## config.mk

```make
export PLATFORM = sky130hd
export DESIGN_NAME = obstacle_spawn_scheduler
export DESIGN_NICKNAME = d
export VERILOG_FILES = /design/src/rtl/obstacle_spawn_scheduler.sv
export SDC_FILE = /design/constraint.sdc
export NUM_CORES = 1
export LEC_CHECK = 0
export ABC_AREA = 1
export CORE_ASPECT_RATIO = 0.8
export CORE_UTILIZATION = 57
export CTS_CLUSTER_DIAMETER = 80
export DETAILED_ROUTE_END_ITERATION = 8
export DONT_BUFFER_PORTS = 1
export MAX_ROUTING_LAYER = met4
export PLACE_DENSITY_LB_ADDON = 0.05
export SYNTH_ARGS = -nofsm -noshare
export SYNTH_HDL_FRONTEND = slang
export SYNTH_SLANG_ARGS = --single-unit
```

## constraint.sdc

```tcl
create_clock -name frame_clk -period 2.71 [get_ports frame_clk]
set_clock_uncertainty 0.1 [all_clocks]
set_input_delay 0.271 -clock frame_clk [delete_from_list [all_inputs] [get_ports frame_clk]]
set_output_delay 0.271 -clock frame_clk [all_outputs]
set_load 0.05 [all_outputs]
```

## src/rtl/obstacle_spawn_scheduler.sv

```systemverilog
// rtl/obstacle_spawn_scheduler.sv - level-pattern obstacle spawner with round-robin slot choice and score
module obstacle_spawn_scheduler #(
  parameter int NUM_SLOTS   = 4,
  parameter int PATTERN_LEN = 8,
  parameter int SCORE_MAX   = 999
) (
  input  logic                 frame_clk,
  input  logic                 Reset,
  input  logic                 start_game,
  input  logic [NUM_SLOTS-1:0] slot_busy,
  input  logic [NUM_SLOTS-1:0] slot_collide,
  output logic [NUM_SLOTS-1:0] spawn,
  output logic                 spawn_flipped,
  output logic                 game_over,
  output logic                 running,
  output logic [9:0]           score
);

  localparam int IW = $clog2(PATTERN_LEN);
  localparam int SW = $clog2(NUM_SLOTS);

  typedef enum logic [1:0] {S_IDLE, S_RUN, S_DEAD} state_t;

  state_t               state, state_n;
  logic [IW-1:0]        idx, idx_n;
  logic [7:0]           gap_cnt, gap_cnt_n;
  logic [SW-1:0]        rr_ptr, rr_ptr_n;
  logic [NUM_SLOTS-1:0] pend, pend_n;
  logic [NUM_SLOTS-1:0] busy_q, busy_q_n;
  logic [NUM_SLOTS-1:0] spawn_n;
  logic                 flip_n, game_over_n, running_n;
  logic [9:0]           score_n;
  logic [NUM_SLOTS-1:0] falls;
  logic                 found;
  logic [SW-1:0]        sel, cand;
  int                   fall_cnt, score_sum;

  function automatic logic [7:0] gap_of(input int i);
    logic [7:0] g;
    case (i % 8)
      0:       g = 8'd40;
      1:       g = 8'd30;
      2:       g = 8'd50;
      3:       g = 8'd20;
      4:       g = 8'd45;
      5:       g = 8'd35;
      6:       g = 8'd60;
      default: g = 8'd25;
    endcase
    return (g == 8'd0) ? 8'd1 : g;
  endfunction

  function automatic logic flip_of(input int i);
    case (i % 8)
      1, 4, 6: return 1'b1;
      default: return 1'b0;
    endcase
  endfunction

  always_comb begin
    state_n   = state;
    idx_n     = idx;
    gap_cnt_n = gap_cnt;
    rr_ptr_n  = rr_ptr;
    pend_n    = '0;
    busy_q_n  = slot_busy;
    spawn_n   = '0;
    flip_n    = spawn_flipped;
    score_n   = score;
    found     = 1'b0;
    sel       = '0;
    cand      = '0;
    fall_cnt  = 0;

    // Cleared obstacles: slots that just went idle without being the collider.
    falls = busy_q & ~slot_busy & ~slot_collide;
    for (int k = 0; k < NUM_SLOTS; k++) fall_cnt += int'(falls[k]);
    score_sum = int'(score) + fall_cnt;

    for (int j = 0; j < NUM_SLOTS; j++) begin
      cand = SW'((int'(rr_ptr) + j) % NUM_SLOTS);
      if (!found && !slot_busy[cand] && !pend[cand]) begin
        found = 1'b1;
        sel   = cand;
      end
    end

    case (state)
      S_RUN: begin
        score_n = (score_sum > SCORE_MAX) ? 10'(SCORE_MAX) : 10'(score_sum);
        if (|slot_collide) begin
          state_n = S_DEAD;
        end else if (gap_cnt != 8'd0) begin
          gap_cnt_n = gap_cnt - 8'd1;
        end else if (found) begin
          spawn_n[sel] = 1'b1;
          pend_n[sel]  = 1'b1;
          flip_n       = flip_of(int'(idx));
          rr_ptr_n     = (sel == SW'(NUM_SLOTS - 1)) ? '0 : sel + 1'b1;
          idx_n        = (idx == IW'(PATTERN_LEN - 1)) ? '0 : idx + 1'b1;
          gap_cnt_n    = gap_of(int'(idx_n));
        end
      end
      S_IDLE, S_DEAD: begin
        if (start_game) begin
          state_n   = S_RUN;
          idx_n     = '0;
          gap_cnt_n = gap_of(0);
          rr_ptr_n  = '0;
          score_n   = '0;
        end
      end
      default: state_n = S_IDLE;
    endcase

    running_n   = (state_n == S_RUN);
    game_over_n = (state_n == S_DEAD);
  end

  always_ff @(posedge frame_clk) begin
    if (Reset) begin
      state         <= S_IDLE;
      idx           <= '0;
      gap_cnt       <= '0;
      rr_ptr        <= '0;
      pend          <= '0;
      busy_q        <= '0;
      spawn         <= '0;
      spawn_flipped <= 1'b0;
      game_over     <= 1'b0;
      running       <= 1'b0;
      score         <= '0;
    end else begin
      state         <= state_n;
      idx           <= idx_n;
      gap_cnt       <= gap_cnt_n;
      rr_ptr        <= rr_ptr_n;
      pend          <= pend_n;
      busy_q        <= busy_q_n;
      spawn         <= spawn_n;
      spawn_flipped <= flip_n;
      game_over     <= game_over_n;
      running       <= running_n;
      score         <= score_n;
    end
  end

endmodule
```

# Yosys cells after proc, flatten, opt, wreduce, memory -nomap -nowiden
# Index checks and enable logic that the tools add are counted.
# classes
n_addsub,10
n_mul,0
div,0
n_lt_le_gt_ge,7
n_eq_ne,20
shift,0
muxes,56
bitwise,8
reduce_logical,32
# ops
operator,n
8-bit 2-to-1 mux,9
6-bit case mux with 7 select lines,1
32-bit zero test,1
2-bit 2-to-1 mux,11
10-bit 2-to-1 mux,2
10-bit case mux with 2 select lines,1
3-bit equality test (second input constant),6
1-bit binary-select mux with 2-bit select,8
8-bit case mux with 2 select lines,1
2-bit by 3-bit < comparator with 1-bit output (second input constant),5
3-bit 2-to-1 mux,5
1-bit 2-to-1 mux,14
10-bit by 4-bit adder with 11-bit output,1
11-bit by 10-bit > comparator with 1-bit output (second input constant),1
1-bit zero test,11
4-bit bitwise AND,2
1-bit logical AND,8
8-bit zero test,1
2-bit inequality test (second input constant),4
4-bit inverter,2
2-bit case mux with 2 select lines,2
4-bit AND reduction,2
8-bit nonzero test,1
8-bit OR reduction,1
other kinds (23),33
# totals
register_bits,36
latch_bits,0
ram_bits,0
romBits,0
in_bits,11
output_inout_bits,17
wordCells,143
memories,0

# Depth between registers and ports, before layout
# Gate-level depths: netlist of run 1.
# depth
depth_word,27
ltp_mapped,16
depth_no_buf,16

# Least setup slack after synthesis of run 1
# Ideal clock, no wire load.
# synth_path
path_kind,register to register
from,reg score[0]
to,reg score[0]
setup_ns,0.071
t_arrival_ns,2.898
required_ns,2.539
path_slack_ns,-0.359
path_stages_with_launch,16
path_buffers,0
synth_period_minus_slack_ns,3.069
cell_sequence,dfxtp_1 inv_1 fa_1 fa_1 inv_1 fa_1 nand3_1 nor2_1 nand2_1 nand2_1 nand3_1 nor2_1 nand2_1 nand3_1 nand2_1 a21oi_1
# synth_between
elab_chain_cells,4
# synth_rtl
item,line_no,rtl
"start, declared",16,output logic [9:0] score
"start signal, assigned",144,score <= score_n;
10-bit by 4-bit adder with 11-bit output (*),78,score_sum = int'(score) + fall_cnt;
11-bit by 10-bit > comparator with 1-bit output,90,score_n = (score_sum > SCORE_MAX) ? 10'(SCORE_MAX) : 10'(score_sum);
10-bit 2-to-1 mux (*),90,
10-bit case mux with 2 select lines (*),88,case (state)
# Mark *: on every way between the ends. The rest lies on a longest branch, timed or not.
# A chain may end at the register's enable or synchronous reset.

# Worst setup path after layout of run 1
# layout_path
from,reg busy_q[0]
to,reg score[2]
# layout_between
elab_chain_cells,9
# layout_rtl
item,line_no,rtl
"start, declared",29,"logic [NUM_SLOTS-1:0] busy_q, busy_q_n;"
"start signal, assigned",139,busy_q <= busy_q_n;
4-bit bitwise AND (*) (2 in series),76,falls = busy_q & ~slot_busy & ~slot_collide;
1-bit by 1-bit adder with 2-bit output (*),77,for (int k = 0; k < NUM_SLOTS; k++) fall_cnt += int'(falls[k]);
2-bit by 1-bit adder with 3-bit output (*),77,
3-bit by 1-bit adder with 4-bit output (*),77,
10-bit by 4-bit adder with 11-bit output (*),78,
11-bit by 10-bit > comparator with 1-bit output,90,
10-bit 2-to-1 mux (*),90,
10-bit case mux with 2 select lines (*),88,
# Marked as above.

==> impl_results.md, run 1 <==
* Crit path max-delay cell type: fa_1
* CP max FO at 6
* Worst min-delay path endpoint: busy_q[1]
* Share of cells above drive strength 1 at 15.6%
* Antenna-violating nets left at 0
* Slew @ Worst Pin at 0.964 ns
* Number of antenna violations at the first check in global routing at 0
* Syn avg cell area at 6.83 um2
* Largest net degree at the start of global routing at 23
* Setup WS pre-CTS at -0.129 ns
* CTS tree: built
* Clk slew on worst S/H paths at 0.07 ns
* FF+latch area at 726 um2
* Worst Setup End Kind: flop
* HP Start: slot_busy[1]
* Pins over their slew limit at 0
* Clock Tree Buf Depth at 2
* Synth top area share at 29.4%
* Synth Cell Area at 0.00245 mm2
* Total global routing overflow at 0
* Max-cap viol count at 0
* Num rows at 20
* Htree depth at 2
* R2R Path End: score[2]
* Root buf cell: clkbuf_8
* Reg2reg setup slack at 0.02 ns
* Final min period at 2.69 ns
* WL/cell at 12.9 um
* Area grow syn2layout at 14.5%
* Post-synth top area cell: dfxtp_1
* Design area at 0.00281 mm2
* Residual DRC at 0
* Final hold viol count at 0
* Worst hold margin at 0.00429 ns
* RR Startpoint: busy_q[0]
* Top cells by area, synth: dfxtp_1 (29%), nand2_1 (14%), ha_1 (7.7%)
* WS Path Type: flop to flop
* First-pass DRT Iterations at 5
* Synth warnings at 0
* Vias/cell at 5.39
* Pwr/cell area at 407 mW/mm2
* Setup crit start kind: flop
* Status: completed
* Core box area at 0.00395 mm2
* I/O Buffers at 0
* Yosys cell types at 42
* Chip width at 75.3 um
* Routed wire length at 5670 um
* EDFF count, synth at 0
* R2R cell count at 15
* Worst-Skew Late Latency at 0.30 ns
* GP Congestion at 0.933
* Starting density of the core at 62.0%
* CP Cell Sequence: nand3b_1, fa_1, fa_2, inv_2, fa_2, nand3_4, nor2_4, nand2_1, nand2_1, nand3_1, nor2_1, nand2_2, nand3_1, nand2_1, a21oi_2
* Ports at 28
* Syn Nets at 388
* Max_slew headroom at 35.5%
* Min-Delay Path Depth at 2
* Die ar. at 0.00457 mm2
* Multi-input logic area at 0.00157 mm2
* Leakage at 1.25 nW
* Worst EP arrival at 2.81 ns
* Fin crit share at 99.3%
* First-pass GRT wire length at 8860 um
* Number of clock sinks at 36
* Fin nets at 412
* Post-synthesis sequential area ratio at 29.4%
* Fmax at 0.371 GHz
* Fill count at 351
* CP peak stage delay at 0.50 ns
* TritonCTS buffer count at 5
* Die Ht at 60.7 um
* Initial drt markers at 113
* Ys flop type: dfxtp_1
* Most used cell, CP: nand2_1
* Vias in the first global route at 2013
* Fin worst setup slack at 0.0181 ns
* RSZ-0062 raised after global routing: true
* Seq cells post-synth at 36
* Total GRT Usage at 27.0%
* DP HPWL at 4170 um
* N_diodes at 0
* Via count at 2368
* Hold WC Path Type: primary input to flop
* DP Area at 0.00265 mm2
* Ys async rst share at 0%
* Cells after Synth at 359
* Finish-stage setup viols at 0
* WP data required at 2.83 ns
* Worst IR drop on VDD at 0.342 mV
[worst max path at each step]
stage               startpoint       end  slack [ns]  cells after the start
6_report             busy_q[0]  score[2]        0.02                     15
2_1_floorplan     slot_busy[2]  score[0]        0.01                     16
3_3_place_gp   slot_collide[2]  score[0]       -0.06                     15
5_1_grt              busy_q[0]  score[2]       -0.11                     14
4_1_cts              busy_q[0]  score[2]        0.01                     15
3_5_place_dp   slot_collide[2]  score[2]       -0.13                     15
[cell families (layout without fill, tap and decap cells)]
kind of cell	after synthesis	count (layout)	synth area share [%]
compound gates	50	50	11.9
xor+xnor	7	7	2.81
simple gates	194	194	36.6
fa+ha+maj	18	18	10.1
flops	36	36	29.4
buf+inv	54	79	9.14
[cells in the mapped netlist (4+ instances only)]
cell / instances
a21oi_1: 24
xor2_1: 4
ha_1: 15
nand2_1: 92
o21ai_0: 8
inv_1: 45
nor2_1: 44
dfxtp_1: 36
nand3b_1: 5
nand3_1: 34
nand4_1: 5
o22ai_1: 4
[flip-flops by register name, summed over array words and instances, names as in the netlist]
register	flops
score	10
gap_cnt	8
busy_q	4
pend	4
idx	3
rr_ptr	2
state	2
game_over	1
running	1
spawn_flipped	1
[routing by layer]
| layer | share of wire [%] | global-route usage (%) |
|---|---|---|
| met5 | 0 | - |
| met4 | 1.6 | 11.1 |
| met3 | 6.6 | 5.32 |
| met2 | 43 | 39.8 |
| met1 | 49 | 36.1 |
[power breakdown]
group | internal [W] | total, W | switching (W)
combinational | 0.0000611 | 0.000180 | 0.000118
clock | 0.000207 | 0.000401 | 0.000194
sequential | 0.000544 | 0.000562 | 0.0000176
total | 0.000813 | 0.00114 | 0.000330
[cell type report]
cell class                      instances  share of cell area (%)
Inverter                               48                    6.51
Clock buffer                            8                    3.21
Multi-Input combinational cell        269                    55.7
Timing Repair Buffer                   23                    6.24
Sequential cell                        36                    25.8
Tap cell                               55                    2.45
[stage by stage]
stage          utilization, %  instances  total power, W  setup TNS, ns
6_report                 71.0        439         0.00114              0
4_1_cts                  70.1        438         0.00115              0
2_1_floorplan               -        359        0.000712              0
5_1_grt                  71.0        439         0.00119         -0.605
3_3_place_gp             66.9        428        0.000739         -0.216
3_5_place_dp             66.9        428        0.000741         -0.606
[worst max-delay path: cells and delay by family, from the launching register on]
kind                     cells  cell delay (ns)
AND/OR/NAND/NOR             10             0.93
AO/OA/AOI/OAI                1             0.12
flip-flops                   1             0.32
adder cells (fa/ha/maj)      3             1.08
buffers and inverters        1             0.07
[placed cells by master, fill, tap and decap left out, types with 3 or more instances in the layout]
master / instances
xor2_1: 3
nand2_4: 3
clkbuf_8: 6
nand3_2: 4
nand2_2: 4
buf_4: 22
dfxtp_1: 34
o21ai_0: 8
o22ai_1: 4
nand4_1: 5
nand3_1: 31
nand2_1: 89
a21oi_1: 23
ha_1: 15
nand3b_1: 5
inv_1: 43
nor2_1: 43
inv_2: 3
o211ai_1: 3
[timing repair]
| action | CTS | global route |
|---|---|---|
| setup buffers | 1 | 1 |
| hold buffers | 1 | 0 |
| gates resized for setup | 5 | 7 |
| hold endpoints to repair | 22 | 0 |
| pin swaps | 7 | 9 |
| setup endpoints to repair | 6 | 6 |
| cloned | 0 | 0 |
Power figures use the tool's default switching activity.
==> run 2, diff against run 1 <==
--- a/config.mk
+++ b/config.mk
@@ -6,8 +6,11 @@
 export NUM_CORES = 1
 export LEC_CHECK = 0
 export ABC_AREA = 1
+export CELL_PAD_IN_SITES_DETAIL_PLACEMENT = 1
+export CELL_PAD_IN_SITES_GLOBAL_PLACEMENT = 1
 export CORE_ASPECT_RATIO = 0.8
-export CORE_UTILIZATION = 57
+export CORE_MARGIN = 2
+export CORE_UTILIZATION = 41
 export CTS_CLUSTER_DIAMETER = 80
 export DETAILED_ROUTE_END_ITERATION = 8
 export DONT_BUFFER_PORTS = 1
==> impl_results.md, run 2 (synthesis gave the netlist of run 1 again) <==
* Status: finished with violations
* Failing checks: hold timing, setup timing
* Routed wire length at 6940 um (+22%)
* Pins over their slew limit at 0 (unchanged)
* Worst EP arrival at 2.84 ns (+0.03 ns)
* Fin crit share at 100% (+0.79 points)
* DP HPWL at 5120 um (+23%)
* Num rows at 25 (+25%)
* Clk slew on worst S/H paths at 0.08 ns (about the same)
* Max_slew headroom at 64.3% (+29 points)
* Die Ht at 73.2 um (+21%)
* Min-Delay Path Depth at 1 (-1)
* CP max FO at 6 (unchanged)
* Clock Tree Buf Depth at 2 (unchanged)
* Root buf cell: clkbuf_8
* Setup TNS at -0.00337 ns (-0.00337 ns)
* Slew @ Worst Pin at 0.535 ns (-0.428 ns)
* RSZ-0062 raised after global routing: true
* Area grow syn2layout at 24.8%
* Core box area at 0.00585 mm2 (+48%)
* WL/cell at 14.5 um (+12%)
* Logic pwr share at 14.6% (-1.1 points)
* RR Startpoint: busy_q[0]
* Worst-Skew Late Latency at 0.29 ns (about the same)
* Clock power share at 41.7% (+6.6 points)
* Vias in the first global route at 2576 (+28%)
* WS Path Type: flop to flop
* I/O Buffers at 0 (unchanged)
* Share of cells above drive strength 1 at 19.5% (+3.9 points)
* N_diodes at 0 (unchanged)
* Worst min-delay path endpoint: score[6]
* Sequential power share at 43.7% (-5.4 points)
* Setup WS pre-CTS at -0.162 ns (-0.0331 ns)
* Residual DRC at 0 (unchanged)
* HP Start: Reset
* Fin worst setup slack at -0.00337 ns (-0.0214 ns)
* Largest reg by FF count: score
* CP peak stage delay at 0.48 ns (-0.02 ns)
* Number of flip-flops under the largest register name at 10 (unchanged)
* GP Congestion at 0.823 (-12%)
* Starting density of the core at 41.9% (-20 points)
* WP data required at 2.84 ns (about the same)
* Pint at 0.000939 W (+16%)
* Worst hold margin at -0.0642 ns (-0.0685 ns)
* CTS tree: built
* Tot Pwr at 0.00129 W (+13%)
* Setup crit start kind: flop
* R2R Path End: score[2]
* Finish-stage setup viols at 1 (+1)
* Pwr/cell area at 420 mW/mm2 (+3.3%)
* Ports at 28 (unchanged)
* R2R cell count at 14 (-1)
* Via count at 2455 (+3.7%)
* Final std cells w/o fill at 480 (+9.3%)
* Htree depth at 2 (unchanged)
* Number of clock sinks at 36 (unchanged)
* Placed cells at 458 (+7.0%)
* Vias/cell at 5.11 (-5.2%)
* Most frequent cells in the layout: nand2_1 (87), inv_1 (43), nor2_1 (40), dfxtp_1 (32), nand3_1 (30)
* Final core occ at 52.3% (-19 points)
* Buffers plus inverters on the worst setup path at 1 (unchanged)
* First-pass GRT wire length at 12300 um (+39%)
* Total GRT Usage at 23.7% (-3.3 points)
* Reg2reg setup slack at -0.003 ns (-0.02 ns)
* Leakage at 1.35 nW (+8.5%)
* Switching share of total power at 27.0% (-1.9 points)
* Hold WC Path Type: primary input to flop
* Final min period at 2.71 ns (+0.0214 ns)
* Worst Setup End Kind: flop
* Final hold viol count at 10 (+10)
* TritonCTS buffer count at 5 (unchanged)
* Worst IR drop on VDD at 0.356 mV (+4.0%)
* P_sw at 0.000347 W (+5.1%)
* Cts hold-fix bufs at 12 (+11)
* Chip width at 90.4 um (+20%)
* CP Cell Sequence: nand3b_1, fa_1, fa_2, inv_2, fa_2, nand3_4, xor2_1, nand2_1, nand3_2, nor2_2, nand2_2, nand3_1, nand2_1, a21oi_2
* Initial drt markers at 88 (-22%)
* First-pass DRT Iterations at 4 (-1)
* Total global routing overflow at 0 (unchanged)
* Crit path max-delay cell type: fa_1
* Fmax at 0.369 GHz (-0.79%)
* Antenna-violating nets left at 0 (unchanged)
* Largest net degree at the start of global routing at 24 (+4.3%)
* Fin nets at 427 (+3.6%)
* Top flop regs: score: 10 flops, gap_cnt: 8 flops
* Crit path max-delay family: adder cells
* Max-cap viol count at 0 (unchanged)
* Number of antenna violations at the first check in global routing at 0 (unchanged)
* Most common cell after layout, fill and taps aside: nand2_1
* Die ar. at 0.00662 mm2 (+45%)
[run 2: worst max-delay path by stage]
stage / slack (ns) / start / to / cells after the start
6_report: -0.003 / busy_q[0] / score[2] / 14
5_1_grt: -0.20 / busy_q[0] / score[0] / 14
4_1_cts: -0.0004 / busy_q[0] / score[1] / 15
3_5_place_dp: -0.16 / slot_collide[2] / score[1] / 15
3_3_place_gp: -0.08 / slot_collide[2] / score[0] / 15
2_1_floorplan: 0.01 / slot_busy[2] / score[0] / 16
[run 2: layout make-up]
cell class	count	area, um2
fillers	769	2790
clock buffers	7	96.3
well taps	81	101
inverters	48	185
clock inverters	1	30.0
flip-flops and latches	36	728
repair buffers	38	315
multi-input cells	269	1600
[run 2: power by group through the flow]
| stage | registers, W | logic (W) | clock network (W) |
|---|---|---|---|
| 6_report | 0.000562 | 0.000188 | 0.000536 |
| 5_1_grt | 0.000564 | 0.000216 | 0.000568 |
| 3_3_place_gp | 0.000573 | 0.000172 | 0 |
| 4_1_cts | 0.000562 | 0.000188 | 0.000543 |
| 3_5_place_dp | 0.000574 | 0.000175 | 0 |
| 2_1_floorplan | 0.000573 | 0.000139 | 0 |
[run 2: layer usage]
layer | vias up | share of wire, % | GRT usage (%)
met2 | 20 | 47 | 38.9
met4 | 0 | 0.69 | 4.62
met3 | 5 | 2.7 | 3.93
met5 | - | 0 | -
li1 | 1238 | - | -
met1 | 1192 | 49 | 31.3
[run 2: repair_timing]
item,in CTS,in global routing
endpoints found under the hold margin,22,10
pin swaps,11,4
resized for setup,10,18
buffers inserted,2,0
endpoints found under the setup margin,6,11
[run 2: stage by stage]
step	hold slack [ns]	instance area [um2]
2_1_floorplan	0.240	2470
3_3_place_gp	0.238	2710
3_5_place_dp	0.239	2710
4_1_cts	-0.0751	3000
5_1_grt	-0.0799	3060
6_report	-0.0642	3060
